File: config.mk
export PLATFORM = sky130hd
export DESIGN_NAME = pc_unit
export DESIGN_NICKNAME = d
export VERILOG_FILES = /design/src/rtl/pc_unit.sv
export SDC_FILE = /design/constraint.sdc
export NUM_CORES = 1
export LEC_CHECK = 0
export ABC_AREA = 1
export CAP_MARGIN = 20
export CELL_PAD_IN_SITES_DETAIL_PLACEMENT = 1
export CELL_PAD_IN_SITES_GLOBAL_PLACEMENT = 1
export CORE_ASPECT_RATIO = 1.1
export CORE_MARGIN = 2
export CORE_UTILIZATION = 25
export DETAILED_ROUTE_END_ITERATION = 8
export PLACE_DENSITY = 0.71
export SYNTH_ARGS = -nofsm -noshare
export SYNTH_HDL_FRONTEND = slang
export SYNTH_SLANG_ARGS = --single-unit
File: constraint.sdc
create_clock -name clk -period 1.6 [get_ports clk]
set_input_delay 0.16 -clock clk [delete_from_list [all_inputs] [get_ports clk]]
set_output_delay 0.16 -clock clk [all_outputs]
set_load 0.02 [all_outputs]
File: src/rtl/pc_unit.sv
// Program counter for the picoMIPS datapath plus the ready push-switch synchroniser.
// Define READY_DEBOUNCE_EN to add a DB_CYCLES-edge debounce filter behind the synchroniser.
module pc_unit #(
  parameter int unsigned PSIZE     = 6,
  parameter int unsigned DB_CYCLES = 16
) (
  input  logic             clk,
  input  logic             n_reset,
  input  logic             pc_incr,
  input  logic             pc_abs,
  input  logic             pc_rel,
  input  logic [PSIZE-1:0] branch_addr,
  input  logic             ready_sw,
  output logic             ready,
  output logic [PSIZE-1:0] pc
);

  if (DB_CYCLES < 2) begin : g_bad_db_cycles
    $error("DB_CYCLES must be at least 2");
  end

  logic [PSIZE-1:0] pc_q, pc_d;
  logic             sync1_q, sync2_q;

  // Same-width two's-complement add wraps exactly like pc + sext(offset) mod 2^PSIZE.
  always_comb begin
    pc_d = pc_q;
    if (pc_abs) begin
      pc_d = branch_addr;
    end else if (pc_rel) begin
      pc_d = pc_q + branch_addr;
    end else if (pc_incr) begin
      pc_d = pc_q + PSIZE'(1);
    end
  end

  always_ff @(posedge clk or negedge n_reset) begin
    if (!n_reset) begin
      pc_q    <= '0;
      sync1_q <= 1'b0;
      sync2_q <= 1'b0;
    end else begin
      pc_q    <= pc_d;
      sync1_q <= ready_sw;
      sync2_q <= sync1_q;
    end
  end

  assign pc = pc_q;

`ifdef READY_DEBOUNCE_EN
  localparam int unsigned CntW = $clog2(DB_CYCLES + 1);

  logic [CntW-1:0] count_q, count_d;
  logic            ready_q, ready_d;

  // Any edge where the synchronised level agrees with ready discards the pending change.
  always_comb begin
    ready_d = ready_q;
    count_d = '0;
    if (sync2_q != ready_q) begin
      if (count_q == CntW'(DB_CYCLES - 1)) begin
        ready_d = sync2_q;
      end else begin
        count_d = count_q + CntW'(1);
      end
    end
  end

  always_ff @(posedge clk or negedge n_reset) begin
    if (!n_reset) begin
      count_q <= '0;
      ready_q <= 1'b0;
    end else begin
      count_q <= count_d;
      ready_q <= ready_d;
    end
  end

  assign ready = ready_q;
`else
  assign ready = sync2_q;
`endif

endmodule

==> flow_results.org, run 1 <==
** Pwr
- The worst-case IR drop observed on VDD is between 0.4 and 0.5 mV.
- Leakage Power :: between 0.4 and 0.5 nW
- For this design the ratio of total power to cell area is between 800 and 900 nW/um^2.

** CTS
- CTS sink cnt :: 8
- The tree is rooted in a sky130_fd_sc_hd__clkbuf_4.
- TritonCTS clock tree :: built
- Maximum buffer depth of the clock tree :: 2
- In this run the number of H-tree levels came out at 1.
- Cts-stage hold buffer count :: 0
- In this run the post-CTS setup repair buffer count came out at 0.
- Number of buffers created by CTS :: 3
- Clock latency on the worst-skew pair, taken at its later pin, is 0.26 ns.
- CTS clk-pin slew, worst paths :: approximately 0.06 ns

** Global routing
- Total global routing track utilization :: between 10% and 20%
- Largest net degree at the start of global routing :: 9
- Summed over all layers, the global routing overflow is 0.
- The first global-routing pass estimated 2870 um of wire.
- Number of global-route vias before repair :: roughly 640
- The initial antenna violation count came to 0.

** Yosys
- Synthesis produced a netlist with a net count of between 90 and 100.
- After synthesis, the cell types taking the most area are sky130_fd_sc_hd__dfrtp_1 (33%), sky130_fd_sc_hd__nand2_1 (16%), sky130_fd_sc_hd__ha_1 (10%).
- Share of the yosys chip area belonging to registers :: between 30% and 40%
- Number of standard cells after synthesis :: just over 80
- Top cell type by total area after synthesis :: sky130_fd_sc_hd__dfrtp_1
- The cell area that synthesis handed to floorplanning was slightly above 600 um^2.
- FF+latch count, synth :: 8
- Number of warnings reported in the yosys synthesis log :: 0
- Unique masters post-synth :: 22
- The synthesized design contains 0 enable-type register cells.
- Of all flip-flops after synthesis, the portion carrying an async set or reset was 100.0%.
- Most frequent cells after synthesis :: sky130_fd_sc_hd__nand2_1 (26), sky130_fd_sc_hd__inv_1 (14), sky130_fd_sc_hd__dfrtp_1 (8)
- The most used flip-flop cell after synthesis is sky130_fd_sc_hd__dfrtp_1.
- Syn Area/Cell :: roughly 7.5 um^2
- Most common cell in the netlist :: sky130_fd_sc_hd__nand2_1
- Summed over its instances, the top area cell type makes up around a third of the synthesized netlist area.

** Floorplanning
- Die width :: 51.03 um
- In this run the core area contains 18 standard-cell rows.
- After floorplanning, the core was sized to cover 2275 um^2.
- Floorplan die area :: between 2000 and 3000 um^2
- 19 I/O pins were placed.
- Die Y :: around 56 um
- The initial utilization of the core area, before any placement, comes to roughly a quarter.

** Setup path
- Crit Path Class :: reg -> reg
- The largest single stage delay on the critical path is 0.37 ns.
- Cell Chain, Critical Path :: ha_2 -> inv_1 -> fa_2 -> nand3b_1 -> nand2_1 -> o21ai_0 -> o21bai_1
- Required time at the endpoint of the critical path :: ~1.8 ns
- Cell at the slowest stage of the critical path :: sky130_fd_sc_hd__dfrtp_2
- Maximum fanout count along the critical path :: 3
- STA classifies the critical path startpoint as a flip-flop.
- Crit. End Element :: flip-flop
- Worst reg2reg path depth :: 7
- The worst register-to-register path ends at pc[4]$_DFFE_PN0P_.
- STA puts the critical path data arrival time at roughly 1.7 ns.
- The setup check on the worst reg-to-reg path leaves a slack of around 0.12 ns.
- Source of the worst register-to-register timing path :: pc[0]$_DFFE_PN0P_

** Routing
- Post-DR wirelength/cell :: ~12 um
- DRC :: 0
- Final wirelength :: 1678 um
- Using the TritonRoute via totals, the vias-per-cell ratio works out to 4.536.
- Summing over every cut layer, the via total after detailed routing is 626.
- In this run the remaining antenna-violating nets after routing total 0.
- The first TritonRoute pass finished after 4 iterations.
- The first routing iteration left 2 violations.

** STA
- Of the available clock period, the critical path in the final layout requires slightly above 90%.
- The final-report hold violation count was 0.
- Number of max-slew violations in the final report :: 0
- The worst path needs ~1.5 ns of the cycle, external delays included.
- In this run the tightest slew margin relative to its limit is about three quarters.
- After routing, the total negative slack on setup checks comes to 0 ns.
- For the pin with the worst max-slew slack, the measured transition is between 0.3 and 0.4 ns.
- Setup violations remaining at the end of the flow were counted as 0.
- Fmax :: approximately 0.68 GHz
- RSZ-0062 raised after global routing :: no
- Clock skew on the completed layout was measured at a little under 0.007 ns.

** Final layout
- Once layout is done, the placed cells without fillers occupy approximately 900 um^2.
- In the final layout, the share of cells above drive strength 1 is between 15 and 20%.
- Final-stage net count :: between 100 and 150
- Multi-input gate area :: approximately 340 um^2
- Area Growth Syn to Fin :: 46.91%
- The repair_antennas step left the layout with diodes totalling 0.
- Combined flip-flop and latch cell area :: between 200 and 250 um^2
- Filler instances :: between 300 and 400

** Job
- The tool flagged a number of max-cap violations equal to 0.

** Place
- Summing all placed instances gives a cell area of approximately 860 um^2.
- Final HPWL DP :: between 1000 and 1500 um
- The congestion estimate from routability-driven global placement came to approximately 0.80.
- Input/output buffers :: 18

** Min path
- Path type of the worst min-delay path :: in -> async

** Status
- The flow ran to the end, and the final reports show no timing, DRC or antenna violations.
==> worst max-delay path, delay by kind of cell, from the launching register on <==
family | cells | cell delay, ns
compound gates | 2 | 0.21
fa+ha+maj | 2 | 0.53
buf+inv | 1 | 0.06
flops | 1 | 0.37
simple gates | 2 | 0.24
==> metal layers <==
metal / share of wire, % / routed length [um] / track usage, %
met1: 43 / 714 / 17.49
met2: 52 / 869 / 21.52
met3: 3.6 / 61 / 2.419
met4: 2.0 / 33 / 6.950
met5: 0 / 0 / 0
==> how the worst max path moves through the flow <==
| stage | start | to | depth (start not counted) |
|---|---|---|---|
| after floorplan | pc[0]$_DFFE_PN0P_ | pc[4]$_DFFE_PN0P_ | 6 |
| after global placement | pc_rel | pc[4]$_DFFE_PN0P_ | 8 |
| after detailed placement | pc_rel | pc[4]$_DFFE_PN0P_ | 8 |
| after CTS | branch_addr[0] | pc[4]$_DFFE_PN0P_ | 10 |
| after global routing | pc_rel | pc[5]$_DFFE_PN0P_ | 12 |
| final | pc[0]$_DFFE_PN0P_ | pc[4]$_DFFE_PN0P_ | 7 |
==> where the power goes <==
| group | leakage (nW) | switching [mW] | internal [mW] |
|---|---|---|---|
| clock | 0.0150 | 0.0817 | 0.0962 |
| combinational | 0.364 | 0.170 | 0.163 |
| sequential | 0.0944 | 0.0236 | 0.231 |
| total | 0.473 | 0.275 | 0.490 |
==> sequential cells by signal, indices dropped and copies added (netlist names) <==
register	flops
ready	1
pc	6
sync1_q	1
==> repair_timing <==
action	CTS	global route
resized for setup	2	4
setup endpoints to repair	2	2
pin swaps	0	4
endpoints found under the hold margin	0	0
==> logic make-up (layout without fill, tap and decap cells) <==
logic type	count (synthesis)	in the layout	synth area share (%)
buf+inv	17	44	11.73
flops	8	8	32.92
simple gates	39	39	28.60
xor+xnor	1	1	1.441
fa+ha+maj	6	6	13.58
compound gates	10	10	11.73
==> per-stage QoR <==
stage	power, mW	util (%)	worst slack [ns]	std cells	hold slack [ns]
detailed placement	0.5934	37.84	-0.3053	134	0.3379
global placement	0.5822	37.84	-0.2479	134	0.3349
global route	0.8312	39.27	0.01288	138	0.2194
finish	0.7648	39.27	0.1231	138	0.1845
CTS	0.7764	38.94	0.01943	138	0.2083
floorplan	0.4362	-	0.05598	81	-0.1356
==> area by class of cell <==
type | instances | area share [%]
Sequential cell | 8 | 22.55
Clock buffer | 4 | 2.941
Multi-Input combinational cell | 56 | 38.24
Inverter | 16 | 6.723
Timing Repair Buffer | 24 | 25.35
Tap cell | 30 | 4.202
==> cell usage in the layout, fill, tap and decap left out, types with 2 or more instances in the layout <==
cell	n
sky130_fd_sc_hd__a21oi_1	2
sky130_fd_sc_hd__buf_4	6
sky130_fd_sc_hd__clkbuf_4	3
sky130_fd_sc_hd__clkdlybuf4s50_1	16
sky130_fd_sc_hd__dfrtp_1	7
sky130_fd_sc_hd__ha_1	4
sky130_fd_sc_hd__inv_1	13
sky130_fd_sc_hd__inv_2	3
sky130_fd_sc_hd__nand2_1	26
sky130_fd_sc_hd__nand2_2	2
sky130_fd_sc_hd__nand3_1	7
sky130_fd_sc_hd__o21ai_0	2
No activity file was read; power rests on OpenSTA's default activity.
==> run 2: changes to the inputs <==
--- a/config.mk
+++ b/config.mk
@@ -6,11 +6,10 @@
 export NUM_CORES = 1
 export LEC_CHECK = 0
 export ABC_AREA = 1
-export CAP_MARGIN = 20
+export CAP_MARGIN = 10
 export CELL_PAD_IN_SITES_DETAIL_PLACEMENT = 1
 export CELL_PAD_IN_SITES_GLOBAL_PLACEMENT = 1
 export CORE_ASPECT_RATIO = 1.1
-export CORE_MARGIN = 2
 export CORE_UTILIZATION = 25
 export DETAILED_ROUTE_END_ITERATION = 8
 export PLACE_DENSITY = 0.71
==> flow_results.org, run 2 (same netlist as run 1, synthesis figures left out) <==
** Global routing
- The overall routing resource usage came to 15.88% (+2.2 points).
- Gr ovfl total :: 0 (unchanged)
- Initial antenna violation count :: 0 (unchanged)
- First-pass GRT wire length :: 3063 um (+6.7%)
- The maximum number of pins on one net before global-route repair came to 9 (unchanged).
- Number of global-route vias before repair :: 705 (+10%)

** Setup path
- The signal on the critical path passes through ha_2 -> inv_1 -> fa_2 -> nand3b_1 -> nand2_1 -> o21ai_0 -> o21bai_1.
- Cell at the slowest stage of the critical path :: sky130_fd_sc_hd__dfrtp_2
- Nature of the critical path startpoint :: flip-flop
- Maximum fanout count along the critical path :: 3 (unchanged)
- Required time at the endpoint of the critical path :: 1.79 ns (about the same)
- STA classifies the critical path endpoint as a flip-flop.
- The largest incremental delay on the critical path was 0.38 ns (about the same).
- Crit Path Class :: reg -> reg
- The signal arrival time at the worst endpoint is 1.67 ns (about the same).

** Floorplanning
- Number of standard-cell rows in the floorplan :: 18 (unchanged)
- The count of pins on the block boundary is 19 (unchanged).
- The starting density of the core was 26.73% (unchanged).
- The die boundary width is 49.03 um (-3.9%).
- The core region area was 2275 um^2 (unchanged).
- Die Y :: 53.73 um (-3.6%)
- Floorplan die area :: 2634 um^2 (-7.4%)

** Pwr
- The power density relative to cell area came to 860.5 nW/um^2 (+0.50%).
- Peak supply drop :: 0.4750 mV (+7.6%)
- The standby leakage power was 0.4731 nW (about the same).

** Final layout
- Multi-input gate area :: 341.6 um^2 (unchanged)
- The flip-flop count of the largest register after layout is 6 (unchanged).
- Leading cell type in the layout, fill and taps excluded :: sky130_fd_sc_hd__nand2_1
- Final-stage net count :: 127 (unchanged)
- N_diodes :: 0 (unchanged)
- The library cells used most frequently in the layout, excluding fill and tap cells, are sky130_fd_sc_hd__nand2_1 (26), sky130_fd_sc_hd__clkdlybuf4s50_1 (16), sky130_fd_sc_hd__inv_1 (13).
- Area Growth Syn to Fin :: 46.91% (unchanged)
- Filler instances :: 294 (-3.0%)
- Combined flip-flop and latch cell area :: 201.4 um^2 (unchanged)
- Fraction of layout instances using a drive strength above 1 :: 18.52% (unchanged)
- Final std cells w/o fill :: 138 (unchanged)

** STA
- The remaining max-slew budget at the tightest pin came to 71.03% (-2.4 points).
- Setup-failing EPs final :: 0 (unchanged)
- The number of max-slew violations in the final report is 0 (unchanged).
- The time the worst path needs with I/O delays and setup is 1.475 ns (-0.001786 ns).
- Period utilisation layout :: 92.19% (-0.11 points)
- Hold Violations, Final :: 0 (unchanged)
- Worst hold slack after final layout :: 0.2036 ns (+0.01910 ns)
- The maximum clock rate was 0.6779 GHz (+0.12%).
- Setup repair after global routing left no endpoint under its margin.
- Post-Route Skew :: 0.002042 ns (-0.004808 ns)
- The actual slew at the worst max-slew pin was 0.4332 ns (+0.03558 ns).

** Routing
- The first-iteration detailed-routing DRC count was 4 (+2).
- Routed via count divided by cell count :: 4.543 (+0.16%)
- Post-DR wirelength/cell :: 12.14 um (-0.12%)
- DRC :: 0 (unchanged)
- Count of vias placed by the detailed router :: 627 (+0.16%)
- TritonRoute pass-1 iters :: 3 (-1)
- Number of routed nets with antenna violations :: 0 (unchanged)
- Final wirelength :: 1676 um (-0.12%)

** CTS
- Number of post-CTS setup repair buffers :: 0 (unchanged)
- The sink count of the clock tree came to 8 (unchanged).
- CTS clk-pin slew, worst paths :: 0.07 ns (about the same)
- The post-cts hold buffer count is 0 (unchanged).
- TritonCTS built the clock tree.
- The number of buffers added by the clock tree synthesis step was 3 (unchanged).
- The number of H-tree branching levels came to 1 (unchanged).
- The latest clock arrival within the worst-skew pair is 0.26 ns (about the same).
- Clock tree synthesis selected as its root buffer the cell sky130_fd_sc_hd__clkbuf_4.
- Maximum buffer depth of the clock tree :: 2 (unchanged)

** Place
- Final HPWL DP :: 1380 um (-2.2%)
- Input/output buffers :: 18 (unchanged)
- Final GP Congestion :: 0.8027 (-0.17%)
- Number of cells after detailed placement :: 134 (unchanged)

** Status
- The flow ran to the end, and the final reports show no timing, DRC or antenna violations.

** Job
- Max cap viols :: 0 (unchanged)

** Min path
- Path type of the worst min-delay path :: in -> async
## run 2: cell counts in the layout (fill, tap and decap cells not counted)
Identical to the previous run, type by type.
## run 2: path summary, 6_finish.rpt
check                                   from                 to  slack (ns)  cells after the start
hold / removal                       n_reset  pc[1]$_DFFE_PN0P_        0.20                      1
hold reg to reg            sync1_q$_DFF_PN0_    ready$_DFF_PN0_        0.36                      0
max in group asynchronous            n_reset  pc[0]$_DFFE_PN0P_        1.07                      1
setup / recovery           pc[0]$_DFFE_PN0P_  pc[4]$_DFFE_PN0P_        0.12                      7
setup reg to reg           pc[0]$_DFFE_PN0P_  pc[4]$_DFFE_PN0P_        0.12                      7
min in group clk              branch_addr[0]  pc[0]$_DFFE_PN0P_        0.30                      4
## run 2: power by group
| part | internal (mW) | leakage (nW) | switching (mW) |
|---|---|---|---|
| logic | 0.163 | 0.364 | 0.170 |
| clock network | 0.0963 | 0.0150 | 0.0852 |
| registers | 0.231 | 0.0944 | 0.0237 |
## run 2: repair_timing
action / 4_1_cts / 5_1_grt
gates resized for setup: 1 / 5
pin swaps: 0 / 3
setup endpoints to repair: 2 / 2
## run 2: layout make-up
cell class              instances  area share, %
clock buffers                   4          2.941
well taps                      30          4.202
multi-input cells              56          38.24
repair buffers                 24          25.35
inverters                      16          6.723
flip-flops and latches          8          22.55
## run 2: critical path, delay by kind of cell, from the launching register on
| kind | cells | cell delay (ns) |
|---|---|---|
| flip-flops | 1 | 0.38 |
| AO/OA/AOI/OAI | 2 | 0.20 |
| AND/OR/NAND/NOR | 2 | 0.25 |
| adder cells (fa/ha/maj) | 2 | 0.53 |
| buffers and inverters | 1 | 0.05 |
## run 2: per-stage QoR
step | cell area [um^2] | setup WS [ns] | total power [mW] | setup TNS (ns) | util, %
finish | 893.4 | 0.1249 | 0.7687 | 0 | 39.27
global placement | 860.8 | -0.2534 | 0.5814 | -0.8676 | 37.84
detailed placement | 860.8 | -0.2916 | 0.5903 | -1.076 | 37.84
floorplan | 609.3 | 0.05598 | 0.4362 | 0 | -
global route | 893.4 | 0.000002220 | 0.8344 | 0 | 39.27
CTS | 885.9 | 0.005985 | 0.7765 | 0 | 38.94
## run 2: routing by layer
layer,track usage [%],wire length [um],vias to the layer above
met3,4.520,43,2
met4,6.863,19,0
li1,-,-,308
met2,29.17,842,11
met1,17.37,770,306
met5,0,0,-
==> run 3: changes to the inputs <==
--- a/config.mk
+++ b/config.mk
@@ -5,14 +5,13 @@
 export SDC_FILE = /design/constraint.sdc
 export NUM_CORES = 1
 export LEC_CHECK = 0
-export ABC_AREA = 1
 export CAP_MARGIN = 10
 export CELL_PAD_IN_SITES_DETAIL_PLACEMENT = 1
 export CELL_PAD_IN_SITES_GLOBAL_PLACEMENT = 1
 export CORE_ASPECT_RATIO = 1.1
 export CORE_UTILIZATION = 25
 export DETAILED_ROUTE_END_ITERATION = 8
-export PLACE_DENSITY = 0.71
+export PLACE_DENSITY = 0.7
 export SYNTH_ARGS = -nofsm -noshare
 export SYNTH_HDL_FRONTEND = slang
 export SYNTH_SLANG_ARGS = --single-unit
==> flow_results.org, run 3 <==
** Final layout
- The utilization after layout came to 45.26% (+6.0 points).
- Leading cell types in the layout, fill and taps excluded :: sky130_fd_sc_hd__clkdlybuf4s50_1 (15), sky130_fd_sc_hd__buf_4 (12), sky130_fd_sc_hd__nand2_1 (6), sky130_fd_sc_hd__dfrtp_1 (6)
- Leaving out fill and tap cells, the most frequent cell in the layout is sky130_fd_sc_hd__clkdlybuf4s50_1.
- The area growth from synthesis to layout is 62.85%.
- The number of nets in the final layout came to 112 (-12%).
- Fraction of layout instances using a drive strength above 1 :: 33.33% (+15 points)
- The final cell area excluding filler cells was 943.4 um^2 (+5.6%).
- The count of antenna diodes in the layout came to 0 (unchanged).
- Number of flip-flops under the largest register name :: 6 (unchanged)

** STA
- Worst hold slack after final layout :: 0.1906 ns (-0.01297 ns)
- Slew margin rel. :: 72.40% (+1.4 points)
- RSZ-0062 raised after global routing :: yes
- Least setup slack across all paths after layout :: -0.03615 ns (-0.1610 ns)
- Fmax :: 0.6112 GHz (-9.8%)
- Crit path time final :: 1.636 ns (+0.1610 ns)
- The worst-case clock skew came to 0.001130 ns (-0.0009126 ns).
- The post-route clock period utilization is 102.3% (+10 points).
- The actual slew at the worst max-slew pin came to 0.4127 ns (-0.02045 ns).
- Setup-failing EPs final :: 2 (+2)
- Number of max-slew violations in the final report :: 0 (unchanged)
- Hold Violations, Final :: 0 (unchanged)

** Yosys
- Most instantiated flip-flop cell in the synthesis netlist :: sky130_fd_sc_hd__dfrtp_1
- The portion of synthesized cell area occupied by the leading cell type came to 34.56% (+1.6 points).
- By area the synthesized netlist is led by sky130_fd_sc_hd__dfrtp_1 (35%), sky130_fd_sc_hd__ha_1 (11%), sky130_fd_sc_hd__mux2_2 (5.8%).
- The cell area after technology mapping is 579.3 um^2 (-4.7%).
- The synthesized area per cell was 9.497 um^2 (+27%).
- The fraction of registers with async set/reset is 100.0% (unchanged).
- The number of flops mapped to enable cells by yosys is 0 (unchanged).
- Most frequent cells after synthesis :: sky130_fd_sc_hd__dfrtp_1 (8), sky130_fd_sc_hd__nand2_1 (7), sky130_fd_sc_hd__ha_1 (5)
- Most common cell in the netlist :: sky130_fd_sc_hd__dfrtp_1
- The flop and latch count out of synthesis is 8 (unchanged).
- The synthesized net count is 79 (-20%).
- The sequential cell area fraction in the yosys report came to 34.56% (+1.6 points).
- Number of standard cells after synthesis :: 61 (-25%)
- Top cell type by total area after synthesis :: sky130_fd_sc_hd__dfrtp_1
- Number of warnings reported in the yosys synthesis log :: 0 (unchanged)
- The number of distinct standard cells referenced by the synthesized netlist is 28 (+27%).

** CTS
- The number of H-tree branching levels is 1 (unchanged).
- The post-cts hold buffer count came to 0 (unchanged).
- CTS clk-pin slew, worst paths :: 0.06 ns (about the same)
- In this run the clock root is driven by a sky130_fd_sc_hd__clkbuf_4.
- The sink count of the clock tree was 8 (unchanged).
- Number of buffers created by CTS :: 3 (unchanged)
- Number of post-CTS setup repair buffers :: 0 (unchanged)
- Clock latency of the later-clocked register in the worst-skew pair :: 0.27 ns (about the same)
- TritonCTS clock tree :: built
- Maximum buffer depth of the clock tree :: 2 (unchanged)

** Setup path
- In this run the worst setup path begins at branch_addr[2].
- Setup slack of the worst register-to-register path :: -0.02 ns (-0.14 ns)
- Source of the worst register-to-register timing path :: pc[0]$_DFFE_PN0P_
- CP arrival :: 1.79 ns (+0.12 ns)
- Crit. End Element :: flip-flop
- The data required time of the critical path is 1.75 ns (-0.04 ns).
- The maximum net fanout on the critical path is 3 (unchanged).
- The number of cells on the worst reg-to-reg path is 8 (+1).
- Worst reg2reg path endpoint :: pc[4]$_DFFE_PN0P_
- Nature of the critical path startpoint :: input port
- Crit Path Class :: in -> reg
- The most critical setup path has its endpoint at pc[3]$_DFFE_PN0P_.

** Floorplanning
- The count of pins on the block boundary came to 19 (unchanged).
- Die width :: 47.90 um (-2.3%)
- The count of standard-cell rows came to 17 (-1).
- The core region area is 2085 um^2 (-8.4%).
- Die Y :: 52.49 um (-2.3%)
- Effective utilization at floorplan :: 27.79% (+1.1 points)
- The floorplan die area came to 2514 um^2 (-4.6%).

** Pwr
- The total power consumption of the routed design came to 0.9166 mW (+19%).
- Peak supply drop :: 0.4465 mV (-6.0%)
- The power density relative to cell area is 971.6 nW/um^2 (+13%).
- The part of the power in registers came to 30.1% (-3.0 points).
- Leakage Power :: 0.4087 nW (-14%)
- NetSw :: 0.3272 mW (+17%)
- The fraction of power spent switching nets is 35.69% (-0.55 points).
- Fraction of power consumed by combinational cells :: 50.2% (+6.9 points)
- The internal power summed over all cells was 0.5894 mW (+20%).
- The clock network fraction of design power is 19.7% (-3.9 points).

** Global routing
- The number of global-route vias before repair came to 591 (-16%).
- The overall routing resource usage is 15.35% (-0.53 points).
- The maximum number of pins on one net before global-route repair came to 12 (+3).
- The initial antenna violation count is 0 (unchanged).
- First-pass GRT wire length :: 2566 um (-16%)
- Gr ovfl total :: 0 (unchanged)

** Place
- The final HPWL from detailed placement came to 1250 um (-9.5%).
- The routability congestion estimate is 0.8190 (+2.0%).
- The standard cell area after detailed placement came to 874.6 um^2 (+1.6%).
- The number of input and output port buffers inserted is 18 (unchanged).

** Status
- Outcome :: finished, violations left
- Violations in the final reports :: setup timing

** Job
- The max-cap violation count came to 0 (unchanged).

** Min path
- Path type of the worst min-delay path :: in -> async

** Routing
- Count of vias placed by the detailed router :: 576 (-8.1%)
- First-iteration detailed-routing DRC count :: 1 (-3)
- The detailed-routing iteration count for the pre-antenna-repair pass was 4 (+1).
- Final wirelength :: 1721 um (+2.7%)
- Routed via count divided by cell count :: 4.760 (+4.8%)
- Post-DR wirelength/cell :: 14.22 um (+17%)
- DRC :: 0 (unchanged)
- The number of nets still failing antenna checks after routing was 0 (unchanged).
==> run 3: cell types whose count changed after synthesis, moves of 3 or more <==
| cell | previous run | this run |
|---|---|---|
| sky130_fd_sc_hd__and2_1 | 0 | 3 |
| sky130_fd_sc_hd__mux2_2 | 0 | 3 |
| sky130_fd_sc_hd__nand3_1 | 7 | 2 |
| sky130_fd_sc_hd__inv_1 | 14 | 4 |
| sky130_fd_sc_hd__nand2_1 | 26 | 7 |
==> run 3: worst min-delay path by stage <==
stage | endpoint | cells after the start | from
final | pc[3]$_DFFE_PN0P_ | 1 | n_reset
after global routing | pc[5]$_DFFE_PN0P_ | 1 | n_reset
after CTS | pc[5]$_DFFE_PN0P_ | 1 | n_reset
after detailed placement | ready$_DFF_PN0_ | 0 | sync1_q$_DFF_PN0_
after global placement | ready$_DFF_PN0_ | 0 | sync1_q$_DFF_PN0_
after floorplan | pc[0]$_DFFE_PN0P_ | 0 | n_reset
==> run 3: power groups by stage <==
stage	sequential [mW]	combinational (mW)	clock, mW
finish	0.276	0.461	0.180
global route	0.280	0.505	0.196
CTS	0.270	0.446	0.190
detailed placement	0.273	0.436	0
global placement	0.269	0.425	0
floorplan	0.311	0.192	0
==> run 3: area by class of cell <==
type                            count  area, um^2
Timing Repair Buffer               30       262.8
Fill cell                         259        1141
Multi-Input combinational cell     47       401.6
Clock buffer                        4       26.28
Sequential cell                     8       202.7
Inverter                            4       15.01
Tap cell                           28       35.03
==> run 3: worst max-delay path: stages <==
cell	delay, ns
sky130_fd_sc_hd__clkdlybuf4s50_1	0.49
sky130_fd_sc_hd__and2_1	0.19
sky130_fd_sc_hd__ha_4	0.22
sky130_fd_sc_hd__buf_4	0.14
sky130_fd_sc_hd__a21oi_2	0.13
sky130_fd_sc_hd__xor2_1	0.15
sky130_fd_sc_hd__o21ai_1	0.07
sky130_fd_sc_hd__mux2_2	0.25
==> run 3: cell families after synthesis <==
| group | count (synthesis) | synth area share, % |
|---|---|---|
| adder cells (fa/ha/maj) | 6 | 14.25 |
| AND/OR/NAND/NOR | 20 | 17.07 |
| AO/OA/AOI/OAI | 13 | 14.90 |
| XOR/XNOR | 4 | 6.049 |
| flip-flops | 8 | 34.56 |
| multiplexers | 4 | 7.559 |
| buffers and inverters | 6 | 5.614 |
==> run 3: per-stage QoR <==
step	setup slack [ns]	cells	TNS, ns
global placement	-0.5058	117	-2.241
CTS	-0.07319	121	-0.1388
finish	-0.03615	121	-0.07023
global route	-0.09867	121	-0.1862
floorplan	-0.002399	61	-0.002399
detailed placement	-0.5697	117	-2.491
==> run 3: per-layer routing <==
layer | share of wire [%] | vias up | GRT usage, %
met3 | 3.5 | 4 | 2.069
met5 | 0 | - | 0
met2 | 54 | 17 | 28.15
met4 | 3.0 | 0 | 8.333
met1 | 39 | 280 | 15.82
li1 | - | 275 | -
==> run 3: repair_timing <==
action	4_1_cts	5_1_grt
pin swaps	5	5
setup endpoints to repair	5	4
gates resized for setup	8	5
